File: config.mk
export PLATFORM = sky130hd
export DESIGN_NAME = tic_tac_toe_turn_scheduler
export DESIGN_NICKNAME = d
export VERILOG_FILES = /design/src/rtl/tic_tac_toe_turn_scheduler.sv
export SDC_FILE = /design/constraint.sdc
export NUM_CORES = 1
export LEC_CHECK = 0
export BUFFER_PORTS_ARGS = -buffer_cell sky130_fd_sc_hd__buf_2
export CELL_PAD_IN_SITES_DETAIL_PLACEMENT = 1
export CELL_PAD_IN_SITES_GLOBAL_PLACEMENT = 1
export CORE_ASPECT_RATIO = 1.4
export CORE_MARGIN = 1
export CORE_UTILIZATION = 35
export DETAILED_ROUTE_END_ITERATION = 6
export PLACE_DENSITY_LB_ADDON = 0.1
export SLEW_MARGIN = 30
export SYNTH_ARGS = -nofsm -noshare
export SYNTH_HDL_FRONTEND = slang
export SYNTH_SLANG_ARGS = --single-unit
File: constraint.sdc
create_clock -name clock -period 2.4 [get_ports clock]
set_input_delay 0.48 -clock clock [delete_from_list [all_inputs] [get_ports clock]]
set_output_delay 0.48 -clock clock [all_outputs]
set_load 0.005 [all_outputs]
File: src/rtl/tic_tac_toe_turn_scheduler.sv
// ============================================================================
// Module   : tic_tac_toe_turn_scheduler
// Brief    : Sequences player/computer moves into the board registers,
//            validates occupancy, detects game end and per-turn timeouts.
// Revision : 1.0 - initial release
// ============================================================================
`default_nettype none

module tic_tac_toe_turn_scheduler #(
    parameter int TURN_TIMEOUT = 1024
) (
    input  logic       clock,
    input  logic       reset,
    input  logic       start,
    input  logic       pl_req,
    input  logic [3:0] pl_pos,
    input  logic       pc_req,
    input  logic [3:0] pc_pos,
    input  logic [8:0] occupied,
    input  logic       win,
    input  logic       no_space,
    output logic       clear_board,
    output logic       wr_en,
    output logic [3:0] wr_pos,
    output logic [1:0] wr_who,
    output logic       ack,
    output logic       nack,
    output logic [1:0] turn,
    output logic [3:0] move_count,
    output logic       game_over,
    output logic [1:0] result,
    output logic       forfeit
);

    typedef enum logic [2:0] {
        ST_IDLE    = 3'd0,
        ST_CLEAR   = 3'd1,
        ST_PL_TURN = 3'd2,
        ST_CO_TURN = 3'd3,
        ST_WRITE   = 3'd4,
        ST_CHECK   = 3'd5,
        ST_DONE    = 3'd6
    } state_t;

    localparam logic [1:0]  c_WHO_NONE = 2'b00;
    localparam logic [1:0]  c_WHO_PL   = 2'b01;
    localparam logic [1:0]  c_WHO_CO   = 2'b10;
    localparam logic [1:0]  c_DRAW     = 2'b11;
    localparam logic [15:0] c_TMO_LAST = 16'(TURN_TIMEOUT - 1);

    state_t      r_state;
    logic        r_starter_co;
    logic [15:0] r_tmo_cnt;
    logic        r_clear_board;
    logic        r_wr_en;
    logic [3:0]  r_wr_pos;
    logic [1:0]  r_wr_who;
    logic        r_ack;
    logic        r_nack;
    logic [1:0]  r_turn;
    logic [3:0]  r_move_count;
    logic        r_game_over;
    logic [1:0]  r_result;
    logic        r_forfeit;

    state_t      w_state_nxt;
    logic        w_starter_co_nxt;
    logic [15:0] w_tmo_cnt_nxt;
    logic        w_clear_board_nxt;
    logic        w_wr_en_nxt;
    logic [3:0]  w_wr_pos_nxt;
    logic [1:0]  w_wr_who_nxt;
    logic        w_ack_nxt;
    logic        w_nack_nxt;
    logic [1:0]  w_turn_nxt;
    logic [3:0]  w_move_count_nxt;
    logic        w_game_over_nxt;
    logic [1:0]  w_result_nxt;
    logic        w_forfeit_nxt;

    logic        w_req;
    logic [3:0]  w_pos;
    logic [1:0]  w_side;
    logic [1:0]  w_other;
    logic        w_pos_ok;

    // Only the side holding the turn is ever looked at.
    always_comb begin
        w_req   = 1'b0;
        w_pos   = 4'd0;
        w_side  = c_WHO_PL;
        w_other = c_WHO_CO;
        if (r_state == ST_PL_TURN) begin
            w_req = pl_req;
            w_pos = pl_pos;
        end else if (r_state == ST_CO_TURN) begin
            w_req   = pc_req;
            w_pos   = pc_pos;
            w_side  = c_WHO_CO;
            w_other = c_WHO_PL;
        end
        w_pos_ok = (w_pos <= 4'd8) && !occupied[w_pos];
    end

    always_comb begin
        w_state_nxt       = r_state;
        w_starter_co_nxt  = r_starter_co;
        w_tmo_cnt_nxt     = r_tmo_cnt;
        w_clear_board_nxt = 1'b0;
        w_wr_en_nxt       = 1'b0;
        w_wr_pos_nxt      = r_wr_pos;
        w_wr_who_nxt      = r_wr_who;
        w_ack_nxt         = 1'b0;
        w_nack_nxt        = 1'b0;
        w_turn_nxt        = r_turn;
        w_move_count_nxt  = r_move_count;
        w_game_over_nxt   = r_game_over;
        w_result_nxt      = r_result;
        w_forfeit_nxt     = r_forfeit;

        case (r_state)
            ST_IDLE, ST_DONE: begin
                if (start) begin
                    w_state_nxt       = ST_CLEAR;
                    w_clear_board_nxt = 1'b1;
                    w_move_count_nxt  = 4'd0;
                    w_game_over_nxt   = 1'b0;
                    w_result_nxt      = c_WHO_NONE;
                    w_forfeit_nxt     = 1'b0;
                    // Alternate the first mover only between consecutive games.
                    if (r_state == ST_DONE) begin
                        w_starter_co_nxt = ~r_starter_co;
                    end
                end
            end
            ST_CLEAR: begin
                w_tmo_cnt_nxt = 16'd0;
                if (r_starter_co) begin
                    w_state_nxt = ST_CO_TURN;
                    w_turn_nxt  = c_WHO_CO;
                end else begin
                    w_state_nxt = ST_PL_TURN;
                    w_turn_nxt  = c_WHO_PL;
                end
            end
            ST_PL_TURN, ST_CO_TURN: begin
                w_tmo_cnt_nxt = r_tmo_cnt + 16'd1;
                if (w_req && w_pos_ok) begin
                    w_state_nxt      = ST_WRITE;
                    w_wr_en_nxt      = 1'b1;
                    w_ack_nxt        = 1'b1;
                    w_wr_pos_nxt     = w_pos;
                    w_wr_who_nxt     = w_side;
                    w_move_count_nxt = r_move_count + 4'd1;
                    w_turn_nxt       = c_WHO_NONE;
                end else begin
                    w_nack_nxt = w_req;
                    if (r_tmo_cnt == c_TMO_LAST) begin
                        w_state_nxt     = ST_DONE;
                        w_turn_nxt      = c_WHO_NONE;
                        w_game_over_nxt = 1'b1;
                        w_forfeit_nxt   = 1'b1;
                        w_result_nxt    = w_other;
                    end
                end
            end
            ST_WRITE: begin
                w_state_nxt = ST_CHECK;
            end
            ST_CHECK: begin
                // Board has absorbed the write; a completed line beats a full board.
                if (win) begin
                    w_state_nxt     = ST_DONE;
                    w_game_over_nxt = 1'b1;
                    w_result_nxt    = r_wr_who;
                end else if (no_space) begin
                    w_state_nxt     = ST_DONE;
                    w_game_over_nxt = 1'b1;
                    w_result_nxt    = c_DRAW;
                end else begin
                    w_tmo_cnt_nxt = 16'd0;
                    if (r_wr_who == c_WHO_PL) begin
                        w_state_nxt = ST_CO_TURN;
                        w_turn_nxt  = c_WHO_CO;
                    end else begin
                        w_state_nxt = ST_PL_TURN;
                        w_turn_nxt  = c_WHO_PL;
                    end
                end
            end
            default: begin
                w_state_nxt = ST_IDLE;
                w_turn_nxt  = c_WHO_NONE;
            end
        endcase
    end

    always_ff @(posedge clock or posedge reset) begin
        if (reset) begin
            r_state       <= ST_IDLE;
            r_starter_co  <= 1'b0;
            r_tmo_cnt     <= 16'd0;
            r_clear_board <= 1'b0;
            r_wr_en       <= 1'b0;
            r_wr_pos      <= 4'd0;
            r_wr_who      <= c_WHO_NONE;
            r_ack         <= 1'b0;
            r_nack        <= 1'b0;
            r_turn        <= c_WHO_NONE;
            r_move_count  <= 4'd0;
            r_game_over   <= 1'b0;
            r_result      <= c_WHO_NONE;
            r_forfeit     <= 1'b0;
        end else begin
            r_state       <= w_state_nxt;
            r_starter_co  <= w_starter_co_nxt;
            r_tmo_cnt     <= w_tmo_cnt_nxt;
            r_clear_board <= w_clear_board_nxt;
            r_wr_en       <= w_wr_en_nxt;
            r_wr_pos      <= w_wr_pos_nxt;
            r_wr_who      <= w_wr_who_nxt;
            r_ack         <= w_ack_nxt;
            r_nack        <= w_nack_nxt;
            r_turn        <= w_turn_nxt;
            r_move_count  <= w_move_count_nxt;
            r_game_over   <= w_game_over_nxt;
            r_result      <= w_result_nxt;
            r_forfeit     <= w_forfeit_nxt;
        end
    end

    assign clear_board = r_clear_board;
    assign wr_en       = r_wr_en;
    assign wr_pos      = r_wr_pos;
    assign wr_who      = r_wr_who;
    assign ack         = r_ack;
    assign nack        = r_nack;
    assign turn        = r_turn;
    assign move_count  = r_move_count;
    assign game_over   = r_game_over;
    assign result      = r_result;
    assign forfeit     = r_forfeit;

endmodule

`default_nettype wire

### Word level (Yosys, flattened, before mapping)

Index checks and enable logic that the tools add are counted.

* register bits after elaboration: 39
* bits in latches: 0
* memory bits (writable): 0
* bits in read-only memories: 0
* output and inout port bits: 20
* word-level logic and storage cells: 103
* memories: 0

* $add $sub $neg: 2
* $mul: 0
* divide/modulo/power cells: 0
* magnitude comparators: 2
* eq/ne operators: 16
* shift operators: 0
* multiplexer cells: 50
* bitwise logic cells: 2
* reduce and logical (&&, ||, !) cells: 18

Operators by type and width (count)
* 16-bit one-hot mux with 3 select lines: 1
* 16-bit 2-to-1 mux: 2
* 2-bit 2-to-1 mux: 15
* 16-bit by 1-bit adder with 16-bit output, second input constant: 1
* 16-bit by 10-bit equality test with 1-bit output, second input constant: 1
* 1-bit 2-to-1 mux: 16
* 4-bit 2-to-1 mux: 4
* 3-bit 2-to-1 mux: 5
* 3-bit one-hot mux with 5 select lines: 1
* 2-bit inequality test, second input constant: 6
* 3-bit equality test, second input constant: 3
* 3-bit AND reduction: 3
* 2-bit one-hot mux with 4 select lines: 1
* 4-bit one-hot mux with 2 select lines: 1
* 4-bit AND reduction: 2
* 3-bit by 2-bit equality test with 1-bit output, second input constant: 2
* 3-bit inequality test, second input constant: 2
* 2-bit one-hot mux with 3 select lines: 1
* 3-bit nonzero test: 2
* 4-bit by 5-bit < comparator with 1-bit output, second input constant: 1
* 5-bit AND reduction: 1
* 4-bit by 1-bit adder with 4-bit output, second input constant: 1
* 1-bit binary-select mux with 4-bit select: 1
* 4-bit less-or-equal comparator, second input constant: 1
* other kinds (12): 16

### Depth between registers and ports, before layout

* depth after elaboration: 10
* mapped depth: 9
* mapped depth without buffers: 7

### Least setup slack after synthesis

Ideal clock, no wire load.

* kind: reg2reg
* start: register r_state[0]
* end: register r_wr_pos[0] (netlist: wr_pos[0])
* library setup time: 0.127 ns
* arrival: 2.095 ns
* data required time: 2.273 ns
* slack: 0.178 ns
* cell stages (with the launch flop): 9
* path buffers: 1
* clock period less this slack: 2.222 ns
* cells stage by stage: dfrtp_1 buf_6 mux2_4 a211oi_1 a32oi_2 a211oi_4 nor2_2 inv_2 mux2_1

* longest elaborated chain between the ends: 9
* elaborated cells on any way between the ends: 14
* those cells by class: order compare: 1; eq/ne: 2; mux: 6; reduce/logical: 5

RTL lines
* start: declaration: line 51 `state_t r_state;`
* start signal: assignment: line 215 `r_state <= w_state_nxt;`
* 3-bit by 2-bit equality test with 1-bit output: line 96, 121
* 4-bit 2-to-1 mux: line 96 `end else if (r_state == ST_CO_TURN) begin`
* 4-bit 2-to-1 mux: line 93 `if (r_state == ST_PL_TURN) begin`
* 1-bit binary-select mux with 4-bit select: line 102 `w_pos_ok = (w_pos <= 4'd8) && !occupied[w_pos];`
* 1-bit 2-to-1 mux (not written as such): line 102
* 1-bit zero test: line 102
* 1-bit logical AND: line 102
* 1-bit logical AND: line 148 `if (w_req && w_pos_ok) begin`
* 2-bit AND reduction (no source line)
* end signal: assignment: line 220 `r_wr_pos <= w_wr_pos_nxt;`
* end: declaration: line 56 `logic [3:0] r_wr_pos;`

Parallel ways exist; a longest one is shown, timed or not. The select of a mux whose other input is x is not followed.
A chain may end at the register's enable or synchronous reset.

### Final worst setup path

* start: register r_state[0]
* end: register r_turn[0] (netlist: turn[0])

* longest elaborated chain between the ends: 10
* elaborated cells on any way between the ends: 26
* those cells by class: order compare: 1; eq/ne: 9; mux: 8; bitwise: 1; reduce/logical: 7

RTL lines
* 3-bit by 2-bit equality test with 1-bit output: line 96, 121
* 4-bit 2-to-1 mux: line 96
* 4-bit 2-to-1 mux: line 93
* 1-bit binary-select mux with 4-bit select: line 102
* 1-bit 2-to-1 mux (not written as such): line 102
* 1-bit zero test: line 102
* 1-bit logical AND: line 102
* 1-bit logical AND: line 148
* 3-bit inequality test (no source line) / 2-bit 2-to-1 mux (equally long branches)
* 4-bit AND reduction (no source line) / 2-bit one-hot mux with 4 select lines (equally long branches)
* end signal: assignment: line 209 `r_turn <= c_WHO_NONE;`
* end signal: assignment: line 224 `r_turn <= w_turn_nxt;`
* end: declaration: line 60 `logic [1:0] r_turn;`

Parallel ways exist; a longest one is shown, timed or not. The select of a mux whose other input is x is not followed.

==> results.yml <==
run_status:
  status: "finished, final reports clean"
yosys:
  ys_warn_count: 0
  syn_nets: 259
  yosysTopAreaCellShare: 0.442
  async_flop_share: 1.00
  syn_avg_cell_area_um2: 9.48
  synth.distinct_cells: 52
  ys_seq_area_frac: 0.442
  synth_area_mm2: 0.00221
  synth-edff-count: 0
  ys_seq_elements: 39
  yosys-top-cells-area: "dfrtp_1 (44%), nor2_1 (4.9%), xnor2_1 (4.0%), nand2_1 (3.2%), a21oi_1 (2.9%)"
  netlist_instances: 233
  synth_top_area_cell: "dfrtp_1"
  synth-main-ff-cell: "dfrtp_1"
timing:
  fin_skew_ns: 0.00576
  timing.final.crit_share: 0.977
  setup_viol: 0
  slew_viol_final: 0
  hold_violations: 0
  rsz0062_at_grt: "yes"
  setup_slack_ns: 0.0556
  whs_ns: 0.293
  post-route-min-period_ns: 2.34
  tightest_slew_ns: 0.522
  maxSlewHeadroom: 0.650
  fmax_mhz: 427
worst_setup_path:
  reg2regPathDepth: 7
  cp_max_fo: 6
  required_ns: 2.57
  arrival_ns: 2.52
  path_buf_inv: 1
  cp_top_family: "compound AO/OA/AOI/OAI gates"
  cp-start-kind: "flop"
  path_cells: "mux2_4, a211oi_2, a32oi_2, a211oi_4, buf_4, o21ai_2, mux2_1"
  cpMaxStageDelayCell: "dfrtp_2"
  timing.reg2reg.setup_slack_ns: 0.06
  crit_path_end: "turn[0]"
  worst_r2r_endpoint: "turn[0]"
  reg2reg_from: "r_state[0]"
  max_stage_delay_ns: 0.49
  cp-startpoint: "r_state[0]"
  path_class: "flop to flop"
  crit_path_end_kind: "flop"
  cp.depth: 7
layout:
  multi_input_area_mm2: 0.00122
  final_common_cell: "buf_2"
  final-seq-area_um2: 977
  mostFrequentLayoutCells: "buf_2 (43), dfrtp_1 (38), nor2_1 (29)"
  final_core_util: 0.468
  fillCellCount: 721
  fin_nets: 323
  drive_gt1_frac: 0.337
  antenna_cells: 0
  fin_cells: 367
  areaGrowthSynthToFinish_pct: 26.8
global_route:
  grt_use_total: 0.184
  antenna_found_initial: 0
  grt_max_degree: 40
  grt_pass1_vias: 2030
  grt_pass1_wl_um: 9590
  grt-ovfl-total: 0
place:
  gp_congestion: 0.765
  preCtsSetupSlack_ns: -0.109
  io_buffers: 43
  placedCellCount: 355
  place_hpwl_um: 4280
clocking:
  numCtsBuffers: 5
  clockRootBuffer: "clkbuf_8"
  clkTransAtPathRegs_ns: 0.08
  cts_sinks: 39
  cts_buffer_depth: 2
  cts_tree: "done"
  clkLatencyLatePin_ns: 0.29
  htreeDepth: 2
  postCtsHoldBufs: 0
detailed_routing:
  drc_errors: 0
  wl_um: 5660
  drtPass1Iterations: 4
  drt_iter0_drc: 55
  vias: 1972
  vias_per_cell: 5.37
  ant_nets: 0
  avgRoutedWirePerCell_um: 15.4
floorplanning:
  initial_core_util: 0.369
  dieHeight_um: 96.0
  rows: 33
  core_mm2: 0.00599
  ioPinCount: 44
  dieArea_mm2: 0.00664
  die_w_um: 69.2
hold_path:
  hp-class: "primary input to async pin"
power_and_ir_drop:
  irDropWorstVdd_mv: 0.473
  finalPower_uw: 3100
  power_density_mw_per_mm2: 1110
  p_leak_uw: 0.00130
job:
  maxCapViolations: 0
## registers in the layout, indices dropped and copies added (netlist names)
name and count:
game_over 1, r_tmo_cnt 16, wr_pos 4, ack 1
nack 1, clear_board 1, forfeit 1, r_starter_co 1
move_count 4, r_state 3, wr_who 2, turn 2
result 2
## worst min-delay path, stage by stage
cell and delay (ns):
buf_2 0.09, inv_1 0.04, buf_4 0.42
## per-stage QoR
| step | TNS, ns | cell area [µm²] |
|---|---|---|
| 6_report | 0 | 2800 |
| 5_1_grt | -0.252 | 2800 |
| 4_1_cts | 0 | 2700 |
| 3_5_place_dp | -0.583 | 2600 |
| 3_3_place_gp | -0.202 | 2600 |
| 2_1_floorplan | 0 | 2210 |
## Yosys cell counts, types with 2 or more instances
cell / n
mux2_1: 5
o31ai_1: 3
nor2b_1: 4
nor3_1: 6
o21ai_0: 13
nand3_1: 9
buf_4: 2
o22ai_1: 2
o211ai_1: 3
or3_1: 4
nor2_1: 29
nand2_1: 19
dfrtp_1: 39
nand4_1: 4
nor4_1: 2
and3_1: 5
and4_1: 2
inv_1: 9
a211oi_1: 4
nand2b_1: 3
a211o_1: 4
ha_1: 2
mux2i_1: 4
clkbuf_1: 5
xnor2_1: 10
xor2_1: 3
a21oi_1: 13
## worst min path at each step
stage | cells after the start | to
final | 3 | move_count[3]
after global routing | 3 | move_count[3]
after CTS | 3 | move_count[3]
after detailed placement | 1 | r_starter_co
after global placement | 2 | wr_pos[3]
after floorplan | 1 | r_starter_co
## logic make-up after synthesis
family,Yosys count,synth area share
multiplexers,12,0.0617
adder cells (fa/ha/maj),2,0.0113
flip-flops,39,0.442
buffers and inverters,20,0.0419
AO/OA/AOI/OAI,55,0.173
XOR/XNOR,13,0.0515
AND/OR/NAND/NOR,92,0.219
## power breakdown
part | switching [µW] | internal (µW)
clock | 230 | 226
sequential | 171 | 849
combinational | 867 | 761
## cell type report
cell class / count / area share
timing repair buffer: 67 / 0.141
sequential: 39 / 0.349
clock inverter: 1 / 0.00179
clock buffer: 6 / 0.0295
tap: 70 / 0.0313
multi-input combinational: 174 / 0.434
inverter: 10 / 0.0134
## layer usage
layer,GRT usage,share of wire,vias up
li1,-,-,951
met1,0.204,0.42,982
met2,0.356,0.54,33
met3,0.0251,0.021,6
met4,0.0663,0.014,0
met5,0,0,-
## timing repair
item | CTS | global route
pin swaps | 1 | 6
setup endpoints to repair | 12 | 10
setup buffers | 0 | 5
gates resized for setup | 3 | 16
(Power assumes the default switching activity.)
